==> src/rtl/pipeline_swap_ctrl_if.sv <==
// Bus bundle for pipeline_swap_ctrl: SPI command FIFO head, payload forwarding,
// pipeline sample inputs and mixed output/status. Controller uses the slave modport.
interface pipeline_swap_ctrl_if #(
   parameter int n_pipelines = 4,
   parameter int data_width  = 16
);
   localparam int AW = $clog2(n_pipelines);

   logic [7:0]                        cmd_byte;
   logic                              cmd_valid;
   logic                              cmd_read;
   logic [7:0]                        fwd_byte;
   logic [n_pipelines-1:0]            fwd_ready;
   logic [n_pipelines-1:0]            fwd_read;
   logic [n_pipelines-1:0]            pipe_ready;
   logic [n_pipelines*data_width-1:0] pipe_samples;
   logic                              sample_valid;
   logic [data_width-1:0]             out_sample;
   logic                              out_valid;
   logic [AW-1:0]                     active;
   logic                              swapping;
   logic                              error;

   modport master (
      output cmd_byte, cmd_valid, fwd_read, pipe_ready, pipe_samples, sample_valid,
      input  cmd_read, fwd_byte, fwd_ready, out_sample, out_valid, active, swapping, error
   );

   modport slave (
      input  cmd_byte, cmd_valid, fwd_read, pipe_ready, pipe_samples, sample_valid,
      output cmd_read, fwd_byte, fwd_ready, out_sample, out_valid, active, swapping, error
   );
endinterface

==> src/rtl/pipeline_swap_ctrl.sv <==
// Command-driven DSP pipeline loader and live-pipeline swapper with output mixing.
// Define SWAP_XFADE_EN for a linear crossfade; otherwise swaps are a hard cut.
module pipeline_swap_ctrl #(
   parameter int n_pipelines = 4,
   parameter int data_width  = 16,
   parameter int xfade_log2  = 6
) (
   input logic                clk,
   input logic                reset,
   pipeline_swap_ctrl_if.slave bus
);
   localparam int AW  = $clog2(n_pipelines);
   localparam int DW  = data_width;
   localparam int DW1 = data_width + 1;
   localparam logic [n_pipelines-1:0] ONE = {{(n_pipelines-1){1'b0}}, 1'b1};

   if (n_pipelines < 2 || n_pipelines > 16 || data_width < 2 || xfade_log2 < 1) begin : g_param_check
      $error("pipeline_swap_ctrl: unsupported parameter set");
   end

`ifdef SWAP_XFADE_EN
   typedef enum logic [2:0] {IDLE, LEN, FWD, SWAP_WAIT, XFADE} state_t;
`else
   typedef enum logic [2:0] {IDLE, LEN, FWD, SWAP_WAIT} state_t;
`endif

   state_t                 r_state;
   logic [AW-1:0]          r_active;
   logic [AW-1:0]          r_target;
   logic                   r_discard;
   logic [7:0]             r_count;
   logic                   r_cmd_read;
   logic [7:0]             r_fwd_byte;
   logic [n_pipelines-1:0] r_fwd_ready;
   logic [DW-1:0]          r_out_sample;
   logic                   r_out_valid;
   logic                   r_error;
   logic                   r_act_rdy_q;

   logic                   w_pop;
   logic [4:0]             w_k;
   logic                   w_k_oob;
   logic                   w_k_is_act;
   logic [AW-1:0]          w_k_idx;
   logic signed [DW-1:0]   w_old;
   logic signed [DW-1:0]   w_new;
   logic                   w_act_rdy;
   logic                   w_tgt_rdy;

   // The pop pulse is still high while the FIFO head is stale, so it blocks a re-read.
   assign w_pop      = bus.cmd_valid && !r_cmd_read;
   assign w_k        = {1'b0, bus.cmd_byte[3:0]};
   assign w_k_oob    = (w_k >= 5'(n_pipelines));
   assign w_k_is_act = (w_k == 5'(r_active));
   assign w_k_idx    = bus.cmd_byte[AW-1:0];
   assign w_old      = bus.pipe_samples[r_active*DW +: DW];
   assign w_new      = bus.pipe_samples[r_target*DW +: DW];
   assign w_act_rdy  = bus.pipe_ready[r_active];
   assign w_tgt_rdy  = bus.pipe_ready[r_target];

`ifdef SWAP_XFADE_EN
   localparam int PW = data_width + 1 + xfade_log2;
   logic [xfade_log2-1:0]  r_c;
   logic signed [DW1-1:0]  w_diff;
   logic signed [PW-1:0]   w_prod;
   logic signed [DW-1:0]   w_mix;

   assign w_diff = DW1'(w_new) - DW1'(w_old);
   assign w_prod = PW'(w_diff) * PW'($signed({1'b0, r_c}));
   assign w_mix  = DW'(PW'(w_old) + (w_prod >>> xfade_log2));
`endif

   always_ff @(posedge clk) begin
      if (reset) begin
         r_state      <= IDLE;
         r_active     <= '0;
         r_target     <= '0;
         r_discard    <= 1'b0;
         r_count      <= '0;
         r_cmd_read   <= 1'b0;
         r_fwd_byte   <= '0;
         r_fwd_ready  <= '0;
         r_out_sample <= '0;
         r_out_valid  <= 1'b0;
         r_error      <= 1'b0;
         r_act_rdy_q  <= 1'b0;
`ifdef SWAP_XFADE_EN
         r_c          <= '0;
`endif
      end else begin
         r_cmd_read  <= 1'b0;
         r_act_rdy_q <= w_act_rdy;
         if (r_act_rdy_q && !w_act_rdy) r_error <= 1'b1;
         r_out_valid <= bus.sample_valid;
         if (bus.sample_valid) r_out_sample <= w_old;

         case (r_state)
            IDLE: begin
               if (w_pop) begin
                  r_cmd_read <= 1'b1;
                  if (bus.cmd_byte[7:4] == 4'h8) begin
                     r_target  <= w_k_idx;
                     r_discard <= w_k_oob || w_k_is_act;
                     if (w_k_oob || w_k_is_act) r_error <= 1'b1;
                     r_state   <= LEN;
                  end else if (bus.cmd_byte[7:4] == 4'h9) begin
                     if (w_k_oob) begin
                        r_error <= 1'b1;
                     end else if (!w_k_is_act) begin
                        r_target <= w_k_idx;
                        r_state  <= SWAP_WAIT;
                     end
                  end else begin
                     r_error <= 1'b1;
                  end
               end
            end
            LEN: begin
               if (w_pop) begin
                  r_cmd_read <= 1'b1;
                  if (bus.cmd_byte == 8'h00) begin
                     r_error <= 1'b1;
                     r_state <= IDLE;
                  end else begin
                     r_count <= bus.cmd_byte;
                     r_state <= FWD;
                  end
               end
            end
            FWD: begin
               if (r_fwd_ready != '0) begin
                  if (bus.fwd_read[r_target]) begin
                     r_fwd_ready <= '0;
                     r_count     <= r_count - 8'd1;
                     if (r_count == 8'd1) r_state <= IDLE;
                  end
               end else if (w_pop) begin
                  r_cmd_read <= 1'b1;
                  if (r_discard) begin
                     r_count <= r_count - 8'd1;
                     if (r_count == 8'd1) r_state <= IDLE;
                  end else begin
                     r_fwd_byte  <= bus.cmd_byte;
                     r_fwd_ready <= ONE << r_target;
                  end
               end
            end
`ifdef SWAP_XFADE_EN
            SWAP_WAIT: begin
               if (w_tgt_rdy) begin
                  r_c     <= '0;
                  r_state <= XFADE;
               end
            end
            XFADE: begin
               if (bus.sample_valid) begin
                  r_out_sample <= w_mix;
                  if (&r_c) begin
                     r_active <= r_target;
                     r_state  <= IDLE;
                  end else begin
                     r_c <= r_c + 1'b1;
                  end
               end
            end
`else
            SWAP_WAIT: begin
               if (w_tgt_rdy && bus.sample_valid) begin
                  r_out_sample <= w_new;
                  r_active     <= r_target;
                  r_state      <= IDLE;
               end
            end
`endif
            default: r_state <= IDLE;
         endcase
      end
   end

   assign bus.cmd_read   = r_cmd_read;
   assign bus.fwd_byte   = r_fwd_byte;
   assign bus.fwd_ready  = r_fwd_ready;
   assign bus.out_sample = r_out_sample;
   assign bus.out_valid  = r_out_valid;
   assign bus.active     = r_active;
   assign bus.error      = r_error;
`ifdef SWAP_XFADE_EN
   assign bus.swapping   = (r_state == SWAP_WAIT) || (r_state == XFADE);
`else
   assign bus.swapping   = (r_state == SWAP_WAIT);
`endif
endmodule

==> src/flat_wrapper.sv <==
// flat-port wrapper written by rule: the top's interface ports become plain ports
module pipeline_swap_ctrl_flat 
#(
   parameter int n_pipelines = 4,
   parameter int data_width  = 16,
   parameter int xfade_log2  = 6
)
  (clk, reset, bus_cmd_byte, bus_cmd_valid, bus_fwd_read, bus_pipe_ready, bus_pipe_samples, bus_sample_valid, bus_cmd_read, bus_fwd_byte, bus_fwd_ready, bus_out_sample, bus_out_valid, bus_active, bus_swapping, bus_error);
  pipeline_swap_ctrl_if #(.n_pipelines(n_pipelines), .data_width(data_width)) bus_i ();
  input logic clk;
  input logic reset;
  input wire logic [$bits(bus_i.cmd_byte)-1:0] bus_cmd_byte;
  input wire logic [$bits(bus_i.cmd_valid)-1:0] bus_cmd_valid;
  input wire logic [$bits(bus_i.fwd_read)-1:0] bus_fwd_read;
  input wire logic [$bits(bus_i.pipe_ready)-1:0] bus_pipe_ready;
  input wire logic [$bits(bus_i.pipe_samples)-1:0] bus_pipe_samples;
  input wire logic [$bits(bus_i.sample_valid)-1:0] bus_sample_valid;
  output wire logic [$bits(bus_i.cmd_read)-1:0] bus_cmd_read;
  output wire logic [$bits(bus_i.fwd_byte)-1:0] bus_fwd_byte;
  output wire logic [$bits(bus_i.fwd_ready)-1:0] bus_fwd_ready;
  output wire logic [$bits(bus_i.out_sample)-1:0] bus_out_sample;
  output wire logic [$bits(bus_i.out_valid)-1:0] bus_out_valid;
  output wire logic [$bits(bus_i.active)-1:0] bus_active;
  output wire logic [$bits(bus_i.swapping)-1:0] bus_swapping;
  output wire logic [$bits(bus_i.error)-1:0] bus_error;
  assign bus_i.cmd_byte = bus_cmd_byte;
  assign bus_i.cmd_valid = bus_cmd_valid;
  assign bus_i.fwd_read = bus_fwd_read;
  assign bus_i.pipe_ready = bus_pipe_ready;
  assign bus_i.pipe_samples = bus_pipe_samples;
  assign bus_i.sample_valid = bus_sample_valid;
  assign bus_cmd_read = bus_i.cmd_read;
  assign bus_fwd_byte = bus_i.fwd_byte;
  assign bus_fwd_ready = bus_i.fwd_ready;
  assign bus_out_sample = bus_i.out_sample;
  assign bus_out_valid = bus_i.out_valid;
  assign bus_active = bus_i.active;
  assign bus_swapping = bus_i.swapping;
  assign bus_error = bus_i.error;
  pipeline_swap_ctrl #(.n_pipelines(n_pipelines), .data_width(data_width), .xfade_log2(xfade_log2)) u_core (.clk(clk), .reset(reset), .bus(bus_i));
endmodule
==> config.mk <==
export PLATFORM = sky130hd
export DESIGN_NAME = pipeline_swap_ctrl_flat
export DESIGN_NICKNAME = d
export VERILOG_FILES = /design/src/rtl/pipeline_swap_ctrl_if.sv /design/src/rtl/pipeline_swap_ctrl.sv /design/src/flat_wrapper.sv
export SDC_FILE = /design/constraint.sdc
export NUM_CORES = 1
export LEC_CHECK = 0
export CAP_MARGIN = 20
export CORE_ASPECT_RATIO = 1.1
export CORE_MARGIN = 2
export CORE_UTILIZATION = 48
export CTS_BUF_LIST = sky130_fd_sc_hd__clkbuf_16
export DETAILED_ROUTE_END_ITERATION = 7
export PLACE_DENSITY = 0.95
export RECOVER_POWER = 25
export SLEW_MARGIN = 20
export SYNTH_ARGS = -nofsm -noshare
export SYNTH_HDL_FRONTEND = slang
export SYNTH_SLANG_ARGS = --single-unit
==> constraint.sdc <==
create_clock -name clk -period 3.5 [get_ports clk]
set_input_delay 0.7 -clock clk [delete_from_list [all_inputs] [get_ports clk]]
set_output_delay 0.7 -clock clk [all_outputs]
set_load 0.005 [all_outputs]
## Yosys cells after proc, flatten, opt, wreduce, memory -nomap -nowiden

Index checks and enable logic that the tools add are counted.
W data, S select, Z words.

- Bits in registers: 48
- Bits of input ports: 84
- Output and inout port bits: 34

- Add/sub/neg operators: 1
- $lt $le $gt $ge: 3
- Equality and inequality tests: 21
- Shift operators: 3
- Multiplexer cells: 50
- Bitwise gates (word level): 2
- Reduce and logical (&&, ||, !) cells: 20

Operators with widths:

| kind | number |
|---|---|
| $shiftx A64 B7 Y16 | 2 |
| $mux W16 | 3 |
| $mux W8 | 6 |
| $mux W3 | 12 |
| $mux W4 | 4 |
| $pmux W8 S2 | 1 |
| $mux W1 | 13 |
| $pmux W3 S4 | 1 |
| $mux W2 | 5 |
| $ne A2 B2 Y1 const B | 5 |
| $ne A3 B1 Y1 const B | 3 |
| $ne A3 B3 Y1 const B | 3 |
| $reduce_and A9 Y1 | 1 |
| $eq A4 B4 Y1 const B | 2 |
| $eq A8 B1 Y1 const B | 1 |
| $logic_not A8 Y1 | 1 |
| $reduce_and A4 Y1 | 2 |
| $sub A8 B1 Y8 const B | 1 |
| $bmux W1 S2 | 3 |
| $eq A3 B2 Y1 const B | 2 |
| $lt A2 B3 Y1 const B | 2 |
| $ne A2 B1 Y1 const B | 3 |
| $reduce_and A6 Y1 | 1 |
| $reduce_bool A2 Y1 | 3 |
| 15 further kinds | 20 |

## Depth between registers and ports, before layout

Gate-level depths: netlist of the first run.

- Depth after elaboration: 10
- Mapped depth: 8
- Mapped depth without buffers: 6

## Worst setup path after synthesis of the first run

No wires, ideal clock.

- Kind: input to register
- Start: input port bus_cmd_valid
- End: register u_core.r_count[0]
- Setup time: 0.131 ns
- Data arrival time: 2.043 ns
- Data required time: 3.369 ns
- Path slack: 1.326 ns
- Stages on the path: 7
- Buffers on the path: 2
- Path through: or3b_1 -> clkbuf_1 -> a311oi_1 -> nor3_2 -> buf_2 -> a211oi_1 -> nor3_1

- Cells in the longest elaborated chain, start to end: 3

RTL lines:

| element | RTL line | text |
|---|---|---|
| from (decl) | flat_wrapper.sv:13 | `input wire logic [$bits(bus_i.cmd_valid)-1:0] bus_cmd_valid;` |
| $logic_and A1 B1 Y1 * | pipeline_swap_ctrl.sv:51 | `assign w_pop = bus.cmd_valid && !r_cmd_read;` |
| $ne A3 B1 Y1 (no source line) or $ne A2 B1 Y1 (tied branches) | n/a |  |
| $reduce_and A6 Y1 (no source line) * | n/a |  |
| to (signal assigned) | pipeline_swap_ctrl.sv:125 | `r_count <= bus.cmd_byte;` |
| to (signal assigned) | pipeline_swap_ctrl.sv:134 | `r_count <= r_count - 8'd1;` |
| to (signal assigned) | pipeline_swap_ctrl.sv:140 | `r_count <= r_count - 8'd1;` |
| to (decl) | pipeline_swap_ctrl.sv:31 | `logic [7:0] r_count;` |

Mark *: on every way between the ends. The rest lies on a longest branch, timed or not.
A chain may end at the register's enable or synchronous reset.

## Worst setup path after layout of the first run

- Start: input port bus_cmd_valid
- End: register u_core.r_count[5]

The elaborated chain is that of the path after synthesis.

==> run_results.csv, run 1 <==
group,metric,value,unit
run_status,status,"finished, final reports clean",
clock_network,cts_hold_buf,0,
power_and_ir_drop,power_frac_seq,40.8,%
die,pin_count,118,
synth,yosysWarnings,0,
die,num_rows,30,
placed_design,dpl.hpwl,7770,µm
timing,setup_slack,949,ps
worst_setup_path,critPathArrivalTime,2760,ps
worst_setup_path,end_kind,"flip-flop",
clock_network,post_cts_buffers,0,
timing,tns,0,ps
synth,syn_inst,310,
timing,finalClockSkew,5.36,ps
timing,relSlewSlack,50.7,%
detailed_routing,via_count,3067,
power_and_ir_drop,switching_power,0.407,mW
power_and_ir_drop,power_per_cell_area,324,nW/µm²
detailed_routing,wirelength,10100,µm
detailed_routing,drt_iter0_drc,185,
detailed_routing,firstDrtPassIters,4,
grt,grt.met1_usage,33.6,%
synth,yosys.area.top_type,"dfxtp_1",
synth,synth.area.top_cells,"dfxtp_1 (30%), mux4_2 (25%), mux2i_1 (8.9%)",
synth,synth_cell_type_count,50,
power_and_ir_drop,clkPwrFrac,31.9,%
timing,hold_viol,0,
synth,synth.avg_cell_area,10.1,µm²
finish,nNetsFinal,500,
clock_network,clk_path_buf_depth,2,
run,drv_cap,0,
grt,antenna_found_initial,0,
finish,area_delta_synth_final,42.6,%
grt,met3_usage,8.16,%
clock_network,cts_root_buffer,"clkbuf_16",
grt,grt_use_total,29.1,%
worst_setup_path,slowest_delay,560,ps
grt,use_met2,51.6,%
timing,setup_viol,0,
clock_network,clk_pin_slew,60,ps
power_and_ir_drop,leakagePower,1.67,nW
power_and_ir_drop,swShare,28.0,%
worst_setup_path,worst_setup_path_start_kind,"primary input",
timing,slew_viol_final,0,
clock_network,cts-resized-gates,0,
die,coreArea,6230,µm²
timing,fin_crit,2550,ps
die,die_area,7200,µm²
grt,grt_pass1_wl,16100,µm
synth,netlist_area,3140,µm²
power_and_ir_drop,ir_drop,0.254,mV
detailed_routing,routedWlPerCell,20.4,µm
worst_hold_path,hold_path_class,"flip-flop to flip-flop",
synth,synth_ff_type,"dfxtp_1",
clock_network,tritoncts,"yes",
grt,grt_pass1_vias,3243,
synth,ys_seq_elements,47,
clock_network,cts.sinks,47,
power_and_ir_drop,comb_power_share,27.3,%
power_and_ir_drop,p_int,1.04,mW
detailed_routing,vias_per_cell,6.20,
timing,rsz0062_at_grt,"false",
grt,grt.busiest_layer,"met2",
die,die_x,81.1,µm
placed_design,place.gp.congestion,0.943,
clock_network,clk_latency,290,ps
synth,yosysSeqAreaShare,30.0,%
timing,fin_crit_sh,72.9,%
placed_design,place_area,4340,µm²
worst_setup_path,critPathKind,"primary input to flip-flop",
synth,async_reset_ff_share,0,%
worst_setup_path,cp_num_buf_inv,2,
worst_setup_path,critPathRequiredTime,3710,ps
synth,synth_top_area_share,30.0,%
worst_setup_path,cp_cell_sequence,"dlygate4sd3_1, or3b_1, a311oi_1, nor3_2, buf_4, or2_1, a21oi_1",
worst_setup_path,cpLargestDelayFamily,"simple AND/OR/NAND/NOR gates",
finish,insertedDiodeCount,0,
timing,fmax,0.392,GHz
detailed_routing,drc,0,
worst_setup_path,cpMaxStageDelayCell,"dlygate4sd3_1",
finish,final_cell_area,4480,µm²
clock_network,cts_made_buffers,5,
finish,mostFrequentLayoutCell,"clkdlybuf4s50_1",
finish,mostFrequentLayoutCells,"clkdlybuf4s50_1 (97), dfxtp_1 (47), nor2_1 (44)",
finish,n_fill_cell,434,
die,start_util,50.4,%
synth,synth_edf_count,0,
timing,max_slew.worst_pin.slew,734,ps
clock_network,cts_max_level,2,
grt,grt_max_degree,35,
synth,syn-num-nets,396,
placed_design,portBuffers,117,
worst_setup_path,crit_fanout,13,
detailed_routing,antenna_left,0,
placed_design,pre_cts_slack,719,ps
finish,drive_gt1_share,13.7,%
grt,grt_overflow_total,0,
die,die_y,88.8,µm
[cell type report]
type                            count  area, µm²  area share [%]
Sequential cell                    47        941            21.0
Timing Repair Buffer              124       1220            27.2
Multi-Input combinational cell    228       2050            45.7
Tap cell                           80        100            2.24
Clock buffer                        5        125            2.79
Inverter                            8       30.0           0.671
Clock inverter                      3       15.0           0.335
[metal layers]
layer | vias to the layer above | wire length [µm] | part of all wire, %
li1 | 1397 | - | -
met1 | 1480 | 3900 | 39
met2 | 168 | 5050 | 50
met3 | 22 | 966 | 9.6
met4 | 0 | 198 | 2.0
met5 | - | 0 | 0
[flip-flops by register name, indices dropped and copies added (netlist names), 2 cells and up]
register / count
u_core.bus.fwd_ready: 4
u_core.r_target: 2
u_core.bus.active: 2
u_core.r_count: 8
u_core.bus.fwd_byte: 8
u_core.bus.out_sample: 16
u_core.r_state: 2
[cells in the mapped netlist (2+ instances only)]
cell type,n
mux2i_1,28
a21oi_1,15
or2_1,3
o21ai_1,4
a31oi_1,2
or4_1,2
inv_1,8
a32oi_1,2
nor4_1,4
nor2_1,44
nor3_1,7
a211oi_1,18
and2_1,3
dfxtp_1,47
mux4_2,35
nor3_2,2
ha_1,2
nand3_1,8
clkbuf_1,19
nand2b_1,4
nor3b_1,2
xor2_1,2
o21ai_0,4
buf_2,5
and3_1,4
nor2b_1,3
nand2_1,10
[worst register-to-register path, stage by stage, from the launching register on]
cell	delay [ps]
dfxtp_1	790
mux4_2	650
nand2_2	440
mux2i_1	310
a211oi_1	110
[cells by family (layout without fill, tap and decap cells)]
kind of cell / Yosys count / in the layout / share of synthesized area, %
AOI/OAI and AO/OA: 59 / 59 / 13.3
adders and majority gates: 2 / 2 / 0.797
DFF: 47 / 47 / 30.0
xor gates and xnor gates: 2 / 2 / 0.558
muxes: 63 / 63 / 34.0
and+or+nand+nor: 102 / 102 / 16.5
buffers and inverters: 35 / 140 / 4.78
[per-stage QoR]
step,util [%],hold slack (ps),total power [mW],cells
2_1_floorplan,-,454,0.805,310
3_3_place_gp,69.6,465,0.983,487
3_5_place_dp,69.6,477,1.00,487
4_1_cts,71.9,485,1.46,495
5_1_grt,71.9,491,1.51,495
6_report,71.9,485,1.45,495
[power by group through the flow]
stage	logic, mW	registers, mW	clock network, mW
2_1_floorplan	0.205	0.600	0
3_3_place_gp	0.381	0.603	0
3_5_place_dp	0.395	0.605	0
4_1_cts	0.399	0.594	0.469
5_1_grt	0.428	0.596	0.486
6_report	0.396	0.593	0.463
[final timing paths]
kind / start / to / slack (ps) / cells past startpoint
worst max-delay path: bus_cmd_valid / u_core.r_count[5] / 950 / 7
worst min-delay path: u_core.bus.out_sample[1] / u_core.bus.out_sample[1] / 490 / 2
worst max register to register: u_core.r_target[0] / u_core.bus.out_sample[0] / 1060 / 4
worst min register to register: u_core.bus.out_sample[1] / u_core.bus.out_sample[1] / 490 / 2
(Power assumes the default switching activity.)
==> run 2, diff against run 1 <==
--- a/config.mk
+++ b/config.mk
@@ -8,10 +8,10 @@
 export CAP_MARGIN = 20
 export CORE_ASPECT_RATIO = 1.1
 export CORE_MARGIN = 2
-export CORE_UTILIZATION = 48
+export CORE_UTILIZATION = 41
 export CTS_BUF_LIST = sky130_fd_sc_hd__clkbuf_16
 export DETAILED_ROUTE_END_ITERATION = 7
-export PLACE_DENSITY = 0.95
+export PLACE_DENSITY = 0.9
 export RECOVER_POWER = 25
 export SLEW_MARGIN = 20
 export SYNTH_ARGS = -nofsm -noshare
==> constraint.sdc (replaced) <==
create_clock -name clk -period 2.2 [get_ports clk]
set_input_delay 0.44 -clock clk [delete_from_list [all_inputs] [get_ports clk]]
set_output_delay 0.44 -clock clk [all_outputs]
set_load 0.005 [all_outputs]
==> run 2 against run 1 <==
  * The flow now finishes with violations (setup timing)
  * Critical path depth stayed put
  * Worst setup slack worse by 970 ps
  * First-iteration DRC count is 1.6% higher
  * Count of clock-buffer cells in the layout unchanged
==> run_results.csv, run 2 (same netlist as run 1, synthesis figures left out) <==
group,metric,value,unit
power_and_ir_drop,p_int,1.84,mW
detailed_routing,drc,0,
clock_network,cts_max_level,2,
timing,fin_crit,2220,ps
worst_hold_path,hold_path_class,"flip-flop to flip-flop",
clock_network,cts_root_buffer,"clkbuf_16",
finish,area_delta_synth_final,52.0,%
finish,n_fill_cell,575,
power_and_ir_drop,switching_power,0.680,mW
clock_network,clk_pin_slew,70,ps
timing,relSlewSlack,58.3,%
timing,finalClockSkew,9.03,ps
grt,antenna_found_initial,0,
detailed_routing,drt_iter0_drc,188,
clock_network,tritoncts,"yes",
grt,grt_use_total,23.1,%
die,start_util,42.2,%
worst_hold_path,hold_start,"u_core.bus.out_sample[11]",
worst_setup_path,r2r_slack,60,ps
clock_network,cts_made_buffers,5,
worst_setup_path,cp_num_buf_inv,2,
run_status,status,"complete, but fails checks",
finish,mostFrequentLayoutCell,"clkdlybuf4s50_1",
detailed_routing,vias_per_cell,6.00,
finish,largest_reg_flops,16,
timing,setup_viol,1,
power_and_ir_drop,leakagePower,1.83,nW
run,drv_cap,0,
worst_setup_path,crit_cells,7,
placed_design,place.gp.congestion,0.852,
timing,fin_crit_sh,101,%
finish,nNetsFinal,525,
worst_setup_path,ff2ff_path_depth,7,
power_and_ir_drop,swShare,26.9,%
grt,grt_pass1_wl,15200,µm
worst_setup_path,cp_cell_sequence,"clkdlybuf4s50_1, or3b_4, a311oi_4, nor3_4, buf_12, a211oi_1, nor3_1",
grt,grt_max_degree,34,
worst_setup_path,critPathLaunch,"bus_cmd_valid",
power_and_ir_drop,clkPwrFrac,34.4,%
timing,hold_viol,0,
finish,drive_gt1_share,19.5,%
power_and_ir_drop,comb_power_share,28.6,%
worst_setup_path,critPathRequiredTime,2350,ps
power_and_ir_drop,power.total,2.52,mW
worst_setup_path,cpLargestDelayFamily,"compound AO/OA/AOI/OAI gates",
die,die_area,8370,µm²
die,die_y,95.8,µm
power_and_ir_drop,power_frac_seq,37.0,%
placed_design,dpl.hpwl,7430,µm
worst_hold_path,whs_path_depth,2,
run_status,violations,"setup timing",
detailed_routing,firstDrtPassIters,4,
power_and_ir_drop,ir_drop,0.306,mV
timing,fmax,0.451,GHz
detailed_routing,via_count,3162,
die,num_rows,33,
placed_design,portBuffers,117,
timing,setup_slack,-16.1,ps
worst_setup_path,critPathKind,"primary input to flip-flop",
worst_setup_path,worst_setup_path_start_kind,"primary input",
detailed_routing,wirelength,9960,µm
finish,fin_cells,527,
timing,slew_viol_final,0,
clock_network,clk_path_buf_depth,2,
worst_setup_path,critPathArrivalTime,2370,ps
worst_setup_path,rr_startpoint,"u_core.bus.fwd_ready[0]",
worst_setup_path,timing.rr.end,"u_core.r_count[0]",
worst_setup_path,crit_end,"u_core.r_count[0]",
worst_setup_path,crit_fanout,13,
clock_network,clk_latency,290,ps
placed_design,pre_cts_slack,-453,ps
worst_setup_path,slowest_delay,480,ps
die,coreArea,7430,µm²
detailed_routing,routedWlPerCell,18.9,µm
die,pin_count,118,
finish,mostFrequentLayoutCells,"clkdlybuf4s50_1 (99), dfxtp_1 (47), nor2_1 (44)",
placed_design,dp.cells,518,
grt,grt_pass1_vias,3183,
timing,max_slew.worst_pin.slew,626,ps
grt,grt_overflow_total,0,
die,die_x,87.4,µm
detailed_routing,antenna_left,0,
worst_setup_path,cpMaxStageDelayCell,"clkdlybuf4s50_1",
finish,insertedDiodeCount,0,
clock_network,cts.sinks,47,
timing,tns,-16.1,ps
power_and_ir_drop,power_per_cell_area,529,nW/µm²
worst_setup_path,end_kind,"flip-flop",
==> run 2: power by group through the flow <==
stage	Clock, mW	Sequential, mW	Combinational [mW]
final	0.868	0.934	0.722
after global routing	0.923	0.938	0.778
after CTS	0.876	0.933	0.705
after detailed placement	0	0.951	0.700
after global placement	0	0.949	0.674
after floorplan	0	0.955	0.326
==> run 2: cell type report <==
class                           instances  area (µm²)  share of cell area (%)
Clock buffer                            5         125                    2.62
Clock inverter                          3        43.8                   0.918
Inverter                                8        30.0                   0.629
Multi-Input combinational cell        228        2090                    43.8
Sequential cell                        47         941                    19.7
Tap cell                               87         109                    2.28
Timing Repair Buffer                  149        1430                    30.0
==> run 2: layer usage <==
metal / vias to the layer above / global-route usage (%) / wire length, µm
met5: - / 0 / 0
met4: 0 / 6.41 / 240
met3: 21 / 5.57 / 826
met2: 148 / 42.2 / 5060
met1: 1545 / 26.7 / 3840
li1: 1448 / - / -
==> run 2: through the flow <==
step | util [%] | hold slack (ps) | instance area (µm²)
2_1_floorplan | - | 454 | 3140
3_3_place_gp | 61.1 | 463 | 4540
3_5_place_dp | 61.1 | 477 | 4540
4_1_cts | 63.4 | 485 | 4710
5_1_grt | 64.2 | 497 | 4770
6_report | 64.2 | 483 | 4770
==> run 2: worst reg2reg max path, cell delays in order (launching register included) <==
cell      delay [ps]
dfxtp_1          340
or4_4            540
buf_4            180
nor4_4           260
nor3_4            80
buf_12           150
a211oi_1         340
nor3_1           110
==> run 2: what timing repair did <==
item                       CTS  global route
hold buffers                 0             0
setup endpoints to repair    8            26
pin swaps                    1             2
buffers inserted             0             1
gates resized for setup      1             8
==> run 2: worst min path at each step <==
stage                     slack (ps)                         to
after floorplan                  450          u_core.r_count[4]
after global placement           460          u_core.r_count[6]
after detailed placement         480          u_core.r_count[4]
after CTS                        480          u_core.r_count[4]
after global routing             500  u_core.bus.out_sample[11]
final                            480  u_core.bus.out_sample[11]
